<file path="src/rtl/radix4_operand_loader.sv">
// Push-button operand loader and start/done handshake for the Radix-4 multiplier board demo.
// Optional RUN watchdog is built when OPLOAD_TIMEOUT_EN is defined.
`timescale 1ns/1ps

module radix4_operand_loader #(
  parameter int WIDTH           = 8,
  parameter int DEBOUNCE_CYCLES = 16,
  parameter int TIMEOUT_CYCLES  = 64
) (
  input  logic             clk,
  input  logic             rst,
  input  logic [WIDTH-1:0] sw,
  input  logic             key_a_n,
  input  logic             key_b_n,
  input  logic             key_go_n,
  input  logic             mult_done,
  output logic [WIDTH-1:0] op_a,
  output logic [WIDTH-1:0] op_b,
  output logic             mult_start,
  output logic             a_valid,
  output logic             b_valid,
  output logic             busy,
  output logic             err
);

  localparam int                CNT_W   = $clog2(DEBOUNCE_CYCLES + 1);
  localparam logic [CNT_W-1:0] DB_LAST = CNT_W'(DEBOUNCE_CYCLES - 1);

  typedef enum logic [1:0] {
    LOAD  = 2'd0,
    START = 2'd1,
    RUN   = 2'd2,
    DONE  = 2'd3
  } state_t;

  logic [2:0]       key_raw;
  logic [2:0]       press;
  logic             press_a;
  logic             press_b;
  logic             press_go;
  logic [WIDTH-1:0] sw_meta_reg;
  logic [WIDTH-1:0] sw_sync_reg;

  assign key_raw  = {key_go_n, key_b_n, key_a_n};
  assign press_a  = press[0];
  assign press_b  = press[1];
  assign press_go = press[2];

  // Per-key synchroniser, debouncer and falling-edge press detector.
  genvar gi;
  generate
    for (gi = 0; gi < 3; gi++) begin : g_key
      logic             meta_reg;
      logic             sync_reg;
      logic             deb_reg;
      logic             deb_prev_reg;
      logic             press_reg;
      logic [CNT_W-1:0] cnt_reg;

      always_ff @(posedge clk) begin
        if (rst) begin
          meta_reg     <= 1'b1;
          sync_reg     <= 1'b1;
          deb_reg      <= 1'b1;
          deb_prev_reg <= 1'b1;
          press_reg    <= 1'b0;
          cnt_reg      <= '0;
        end else begin
          meta_reg     <= key_raw[gi];
          sync_reg     <= meta_reg;
          deb_prev_reg <= deb_reg;
          // Pulse lands one cycle after the debounced level falls.
          press_reg    <= deb_prev_reg & ~deb_reg;
          if (sync_reg == deb_reg) begin
            cnt_reg <= '0;
          end else if (cnt_reg == DB_LAST) begin
            deb_reg <= sync_reg;
            cnt_reg <= '0;
          end else begin
            cnt_reg <= cnt_reg + 1'b1;
          end
        end
      end

      assign press[gi] = press_reg;
    end
  endgenerate

  always_ff @(posedge clk) begin
    if (rst) begin
      sw_meta_reg <= '0;
      sw_sync_reg <= '0;
    end else begin
      sw_meta_reg <= sw;
      sw_sync_reg <= sw_meta_reg;
    end
  end

  state_t           state_reg;
  logic [WIDTH-1:0] op_a_reg;
  logic [WIDTH-1:0] op_b_reg;
  logic             a_valid_reg;
  logic             b_valid_reg;
  logic             mult_start_reg;
  logic             busy_reg;

`ifdef OPLOAD_TIMEOUT_EN
  localparam int                TMO_W    = $clog2(TIMEOUT_CYCLES + 1);
  localparam logic [TMO_W-1:0] TMO_LAST = TMO_W'(TIMEOUT_CYCLES - 1);
  logic [TMO_W-1:0] tmo_cnt_reg;
  logic             err_reg;
`endif

  always_ff @(posedge clk) begin
    if (rst) begin
      state_reg      <= LOAD;
      op_a_reg       <= '0;
      op_b_reg       <= '0;
      a_valid_reg    <= 1'b0;
      b_valid_reg    <= 1'b0;
      mult_start_reg <= 1'b0;
      busy_reg       <= 1'b0;
`ifdef OPLOAD_TIMEOUT_EN
      tmo_cnt_reg    <= '0;
      err_reg        <= 1'b0;
`endif
    end else begin
      mult_start_reg <= 1'b0;
      case (state_reg)
        LOAD: begin
          if (press_a) begin
            op_a_reg    <= sw_sync_reg;
            a_valid_reg <= 1'b1;
          end
          if (press_b) begin
            op_b_reg    <= sw_sync_reg;
            b_valid_reg <= 1'b1;
          end
          // Go sees the flags as they were before any load in this same cycle.
          if (press_go && a_valid_reg && b_valid_reg) begin
            state_reg      <= START;
            mult_start_reg <= 1'b1;
            busy_reg       <= 1'b1;
`ifdef OPLOAD_TIMEOUT_EN
            err_reg        <= 1'b0;
`endif
          end
        end

        START: begin
          state_reg <= RUN;
`ifdef OPLOAD_TIMEOUT_EN
          tmo_cnt_reg <= '0;
`endif
        end

        RUN: begin
          if (mult_done) begin
            state_reg <= DONE;
            busy_reg  <= 1'b0;
          end
`ifdef OPLOAD_TIMEOUT_EN
          else if (tmo_cnt_reg == TMO_LAST) begin
            state_reg <= DONE;
            busy_reg  <= 1'b0;
            err_reg   <= 1'b1;
          end else begin
            tmo_cnt_reg <= tmo_cnt_reg + 1'b1;
          end
`endif
        end

        DONE: begin
          // Loading one operand invalidates the other so a fresh pair is required.
          if (press_a || press_b) begin
            if (press_a) begin
              op_a_reg    <= sw_sync_reg;
              a_valid_reg <= 1'b1;
            end else begin
              a_valid_reg <= 1'b0;
            end
            if (press_b) begin
              op_b_reg    <= sw_sync_reg;
              b_valid_reg <= 1'b1;
            end else begin
              b_valid_reg <= 1'b0;
            end
            state_reg <= LOAD;
          end else if (press_go) begin
            state_reg      <= START;
            mult_start_reg <= 1'b1;
            busy_reg       <= 1'b1;
`ifdef OPLOAD_TIMEOUT_EN
            err_reg        <= 1'b0;
`endif
          end
        end

        default: begin
          state_reg <= LOAD;
          busy_reg  <= 1'b0;
        end
      endcase
    end
  end

  assign op_a       = op_a_reg;
  assign op_b       = op_b_reg;
  assign a_valid    = a_valid_reg;
  assign b_valid    = b_valid_reg;
  assign mult_start = mult_start_reg;
  assign busy       = busy_reg;

`ifdef OPLOAD_TIMEOUT_EN
  assign err = err_reg;
`else
  assign err = 1'b0;
  // Without the watchdog the limit has no effect; the empty block keeps it referenced.
  if (TIMEOUT_CYCLES < 0) begin : g_tmo_unused
  end
`endif

endmodule

</file>
<file path="config.mk">
export PLATFORM = sky130hd
export DESIGN_NAME = radix4_operand_loader
export DESIGN_NICKNAME = d
export VERILOG_FILES = /design/src/rtl/radix4_operand_loader.sv
export SDC_FILE = /design/constraint.sdc
export NUM_CORES = 1
export LEC_CHECK = 0
export ABC_AREA = 0
export CORE_MARGIN = 5
export CORE_UTILIZATION = 45
export CTS_CLUSTER_SIZE = 28
export DETAILED_ROUTE_END_ITERATION = 8
export HOLD_SLACK_MARGIN = 0.12
export PLACE_DENSITY = 0.8
export REMOVE_ABC_BUFFERS = 1
export SLEW_MARGIN = 20
export SYNTH_ARGS = -nofsm -noshare
export SYNTH_HDL_FRONTEND = slang
export SYNTH_SLANG_ARGS = --single-unit
</file>
<file path="constraint.sdc">
create_clock -name clk -period 1.6 [get_ports clk]
set_clock_uncertainty 0.2 [all_clocks]
set_input_delay 0.16 -clock clk [delete_from_list [all_inputs] [get_ports clk]]
set_output_delay 0.16 -clock clk [all_outputs]
set_load 0.01 [all_outputs]
</file>
* Word level (Yosys, flattened, before mapping) *
Cells that the tools add are included.

cells by class
  eq/ne operators = 17
  muxes and demuxes = 28
  $add $sub $neg = 3
  reductions and logical operators = 17
  bitwise operators = 9

operator list
  kind                 number
  $mux 8               4
  $pmux 8 s2           2
  $add 5x1->5 const B  3
  $eq 5x4->1 const B   3
  $ne 2x2->1 const B   7
  $mux 1               13
  $reduce_and 3->1     3
  $reduce_or 3->1      3
  $mux 2               4
  $pmux 2 s4           1
  $reduce_and 2->1     4
  $not 1->1            6
  $pmux 1 s2           3
  $reduce_and 5->1     1
  $eq 2x2->1 const B   2
  $and 1x1->1          3
  $eq 1x1->1           3
  $ne 3x3->1 const B   1
  $pmux 1 s3           1
  $reduce_bool 3->1    1
  $eq 2x1->1 const B   1
  $logic_and 1x1->1    2
  $logic_not 2->1      1
  $reduce_bool 2->1    1
  $logic_or 1x1->1     1

word-level totals
  register bits after elaboration = 68
  word-level logic and storage cells = 101
  input port bits = 14

* Depth between registers and ports, before layout *
  depth after elaboration = 4
  mapped depth = 6
  gate-level depth less buffers = 6

* Least setup slack after synthesis *
Ideal clock, no wire load.

  kind = flip-flop to flip-flop
  start = register state_reg[0]
  end = register op_a_reg[0], in the netlist op_a[0]
  data arrival time = 1.360 ns
  period minus slack after synthesis = 1.688 ns
  setup time = 0.128 ns
  stages on the path, launching flop included = 7
  slack = -0.088 ns
  cells stage by stage = dfxtp_1 > inv_1 > ha_1 > buf_2 > o21ai_4 > mux2i_1 > nor2_1

between the ends
  word-level cells in the longest chain between the ends = 3
  elaborated cells on any way between the ends = 6
  those cells by class = eq/ne: 2; mux: 1; reduce/logical: 3

ends and longest elaborated chain
  what                                                       line  RTL
  start: declaration                                         99    state_t state_reg;
  start signal: assignment                                   116   state_reg <= LOAD;
  start signal: assignment                                   141   state_reg <= START;
  start signal: assignment                                   151   state_reg <= RUN;
  $eq 2x2->1 or $logic_not 2->1 (tied branches)              129   case (state_reg)
  $ne 2x2->1 (no line) or $reduce_bool 2->1 (tied branches)  n/a
  $reduce_and 2->1 (no line)                                 n/a
  end signal: assignment                                     132   op_a_reg <= sw_sync_reg;
  end signal: assignment                                     177   op_a_reg <= sw_sync_reg;
  end: declaration                                           100   logic [WIDTH-1:0] op_a_reg;

Parallel ways exist; a longest one is shown, timed or not.
A chain may end at the register's enable or synchronous reset.

* Worst setup path after layout *
  start = register state_reg[0]
  end = register busy_reg, in the netlist busy

between the ends
  word-level cells in the longest chain between the ends = 3
  elaborated cells on any way between the ends = 10
  those cells by class = eq/ne: 6; mux: 1; reduce/logical: 3

ends and longest elaborated chain
  what                                                       line  RTL
  $eq 2x2->1 or $logic_not 2->1 (tied branches)              129
  $ne 2x2->1 (no line) or $reduce_bool 3->1 (tied branches)  n/a
  $reduce_and 5->1 (no line)                                 n/a
  end signal: assignment                                     122   busy_reg <= 1'b0;
  end signal: assignment                                     143   busy_reg <= 1'b1;
  end signal: assignment                                     160   busy_reg <= 1'b0;
  end: declaration                                           105   logic busy_reg;

Parallel ways exist; a longest one is shown, timed or not.

==> results.cfg <==
[status]
status = complete, but fails checks
failed_checks = negative setup slack

[placement]
place_inst = 352
gp_congestion = 0.867
portBuffers = 33
dp_hpwl_microns = 3050
place_area_sq_um = 3050

[routing]
vias = 1734
first_pass_iters = 4
routed_wl_microns = 4670
dr.first_iter.drc_count = 17
viasPerCell = 4.69
wl_per_cell_microns = 12.6
antenna_left = 0
drc = 0

[clocking]
clock_latency_ns = 0.34
cts.sinks = 68
cts_tree = built
ctsHoldBuffers = 0
clk_pin_slew_ns = 0.07
h-tree-depth = 3
clock_path_buffers = 2
cts_buffers = 9
cts-root-buf = clkbuf_8

[worst_setup_path]
end_kind = register
r2r-end = busy$_SDFFE_PP0P_
crit_fanout = 3
critPathKind = register to register
cp-start-kind = register
worst-r2r-setup-slack_ns = -0.02
worstPathRequired_ns = 1.65
r2r_start = state_reg[0]$_SDFFE_PP0P_
ff2ff_path_depth = 6
crit_arrival_ns = 1.67

[timing]
hold_slack_ns = 0.167
report.final.slew_viol_count = 0
rsz0062_at_grt = yes
layout_min_cycle_time_ns = 1.62
setup_ws_ns = -0.0170
final_hold_viol_count = 0
timing.fmax_mhz = 618
setup_viol = 1
period_share_pct = 101

[cells_and_area]
largest_reg_flops = 15
most-common-layout-cells = 61 x dfxtp_1, 27 x nor2_1, 25 x buf_4, 21 x nor2b_1
n_antenna_cell = 0
fin_nets = 321
final_common_cell = dfxtp_1
fin_util_pct = 67.1
final_cell_area_sq_um = 3490
nFillCells = 395
drive_above_1_share_pct = 30.3
syn_to_final_growth_pct = 42.3
seq_area_sq_um = 1380
finalNonFillerCells = 370
multi_input_area_sq_um = 1210

[global_route]
grt_max_degree = 16
track_usage_pct = 13.8
grt_pass1_vias = 1674
grt_pass1_wl_microns = 7580
antenna_found_initial = 0
overflow = 0

[worst_hold_path]
min_to = sw_meta_reg[4]$_SDFF_PP0_
holdPathStages = 2
min-delay-start = sw[4]
min_path_type = input port to register

[floorplanning]
die_y_microns = 83.8
core_area_sq_um = 5200
die_x_microns = 83.8
dieArea_sq_um = 7030
io_pins = 35
rows = 26
initial_core_util_pct = 47.1

[run]
drv_cap = 0

[yosys]
synth_edf_count = 0
ys_warn_count = 0
syn-cell-area_sq_um = 2450
synth-seq-cells = 68
synth_cells = 232
ys_async_sr_fraction_pct = 0
synth.distinct_cells = 32
synth_ff_type = dfxtp_1
ys_seq_area_share_pct = 55.5
avgSynthCellArea_sq_um = 10.6

[power_and_ir_drop]
peakVddDrop_uv = 772
p_total_mw = 3.86
power_density_nw_per_um2 = 1110
p_leak_nw = 1.59
==> cell type report <==
type                    count  share of cell area, %
clock buffers              10                   3.94
clock inverters             6                   2.47
inverters                  11                   1.25
multi-input cells         145                   34.7
flip-flops and latches     68                   39.4
well taps                  70                   2.51
repair buffers             60                   15.7
==> worst max-delay path, stage by stage (launching register included) <==
cell and delay (ns):
dfxtp_4 0.37, buf_4 0.14, ha_2 0.19, nor2b_1 0.15, nor3_4 0.15, a21oi_2 0.08
a311oi_1 0.24
==> metrics by stage <==
| step | TNS, ns | setup WS [ns] |
|---|---|---|
| floorplan | -1.73 | -0.0684 |
| global placement | -1.03 | -0.0681 |
| detailed placement | -1.93 | -0.112 |
| CTS | 0 | 0.000356 |
| global route | -0.571 | -0.130 |
| finish | -0.0170 | -0.0170 |
==> power by group <==
part,internal (mW),total [mW],switching (mW)
clock,0.919,1.57,0.654
sequential,1.76,1.81,0.0478
combinational,0.255,0.484,0.228
==> worst max-delay path by stage <==
stage                                          end                      startpoint
floorplan                     op_a[0]$_SDFFE_PP0P_       state_reg[0]$_SDFFE_PP0P_
global placement    g_key[0].cnt_reg[3]$_SDFF_PP0_  g_key[0].cnt_reg[0]$_SDFF_PP0_
detailed placement  g_key[0].cnt_reg[3]$_SDFF_PP0_  g_key[0].cnt_reg[0]$_SDFF_PP0_
CTS                                        op_a[4]            op_a[4]$_SDFFE_PP0P_
global route                     busy$_SDFFE_PP0P_       state_reg[0]$_SDFFE_PP0P_
finish                           busy$_SDFFE_PP0P_       state_reg[0]$_SDFFE_PP0P_
==> Yosys cell counts, types with 2 or more instances <==
cell      number  area, sq um
nor3_1         2         10.0
nor4b_1        3         26.3
xor2_1         3         26.3
ha_1          12          150
a211o_1        3         26.3
or3_1          3         18.8
nand3_1        4         20.0
or2_1         10         62.6
nor2b_1       21          131
nand2b_1       5         31.3
o21ai_4        2         32.5
inv_1         11         41.3
and3_1         3         18.8
xnor2_1        6         52.6
clkbuf_1       4         15.0
buf_2          3         15.0
a21oi_1        4         20.0
dfxtp_1       68         1360
nor2_1        36          135
mux2i_1       17          170
==> layer usage <==
metal | GRT usage, % | vias up | routed length (microns) | share of wire (%)
li1 | - | 886 | - | -
met1 | 15.9 | 810 | 2020 | 43
met2 | 22.2 | 32 | 2340 | 50
met3 | 7.01 | 6 | 244 | 5.2
met4 | 4.39 | 0 | 56 | 1.2
met5 | 0 | - | 0 | 0
==> logic make-up (layout without fill, tap and decap cells) <==
logic type	count (synthesis)	in the layout	share of synthesized area (%)
flip-flops	68	68	55.5
AO/OA/AOI/OAI	15	15	5.05
other	1	1	0.153
adder cells (fa/ha/maj)	12	12	6.12
multiplexers	17	17	6.94
buffers and inverters	19	87	3.21
AND/OR/NAND/NOR	91	91	19.8
XOR/XNOR	9	9	3.21
==> what timing repair did <==
item,4_1_cts,5_1_grt
pin swaps,5,18
endpoints found under the setup margin,51,41
buffers inserted,0,2
endpoints found under the hold margin,0,0
resized for setup,27,47
Power figures use the tool's default switching activity.
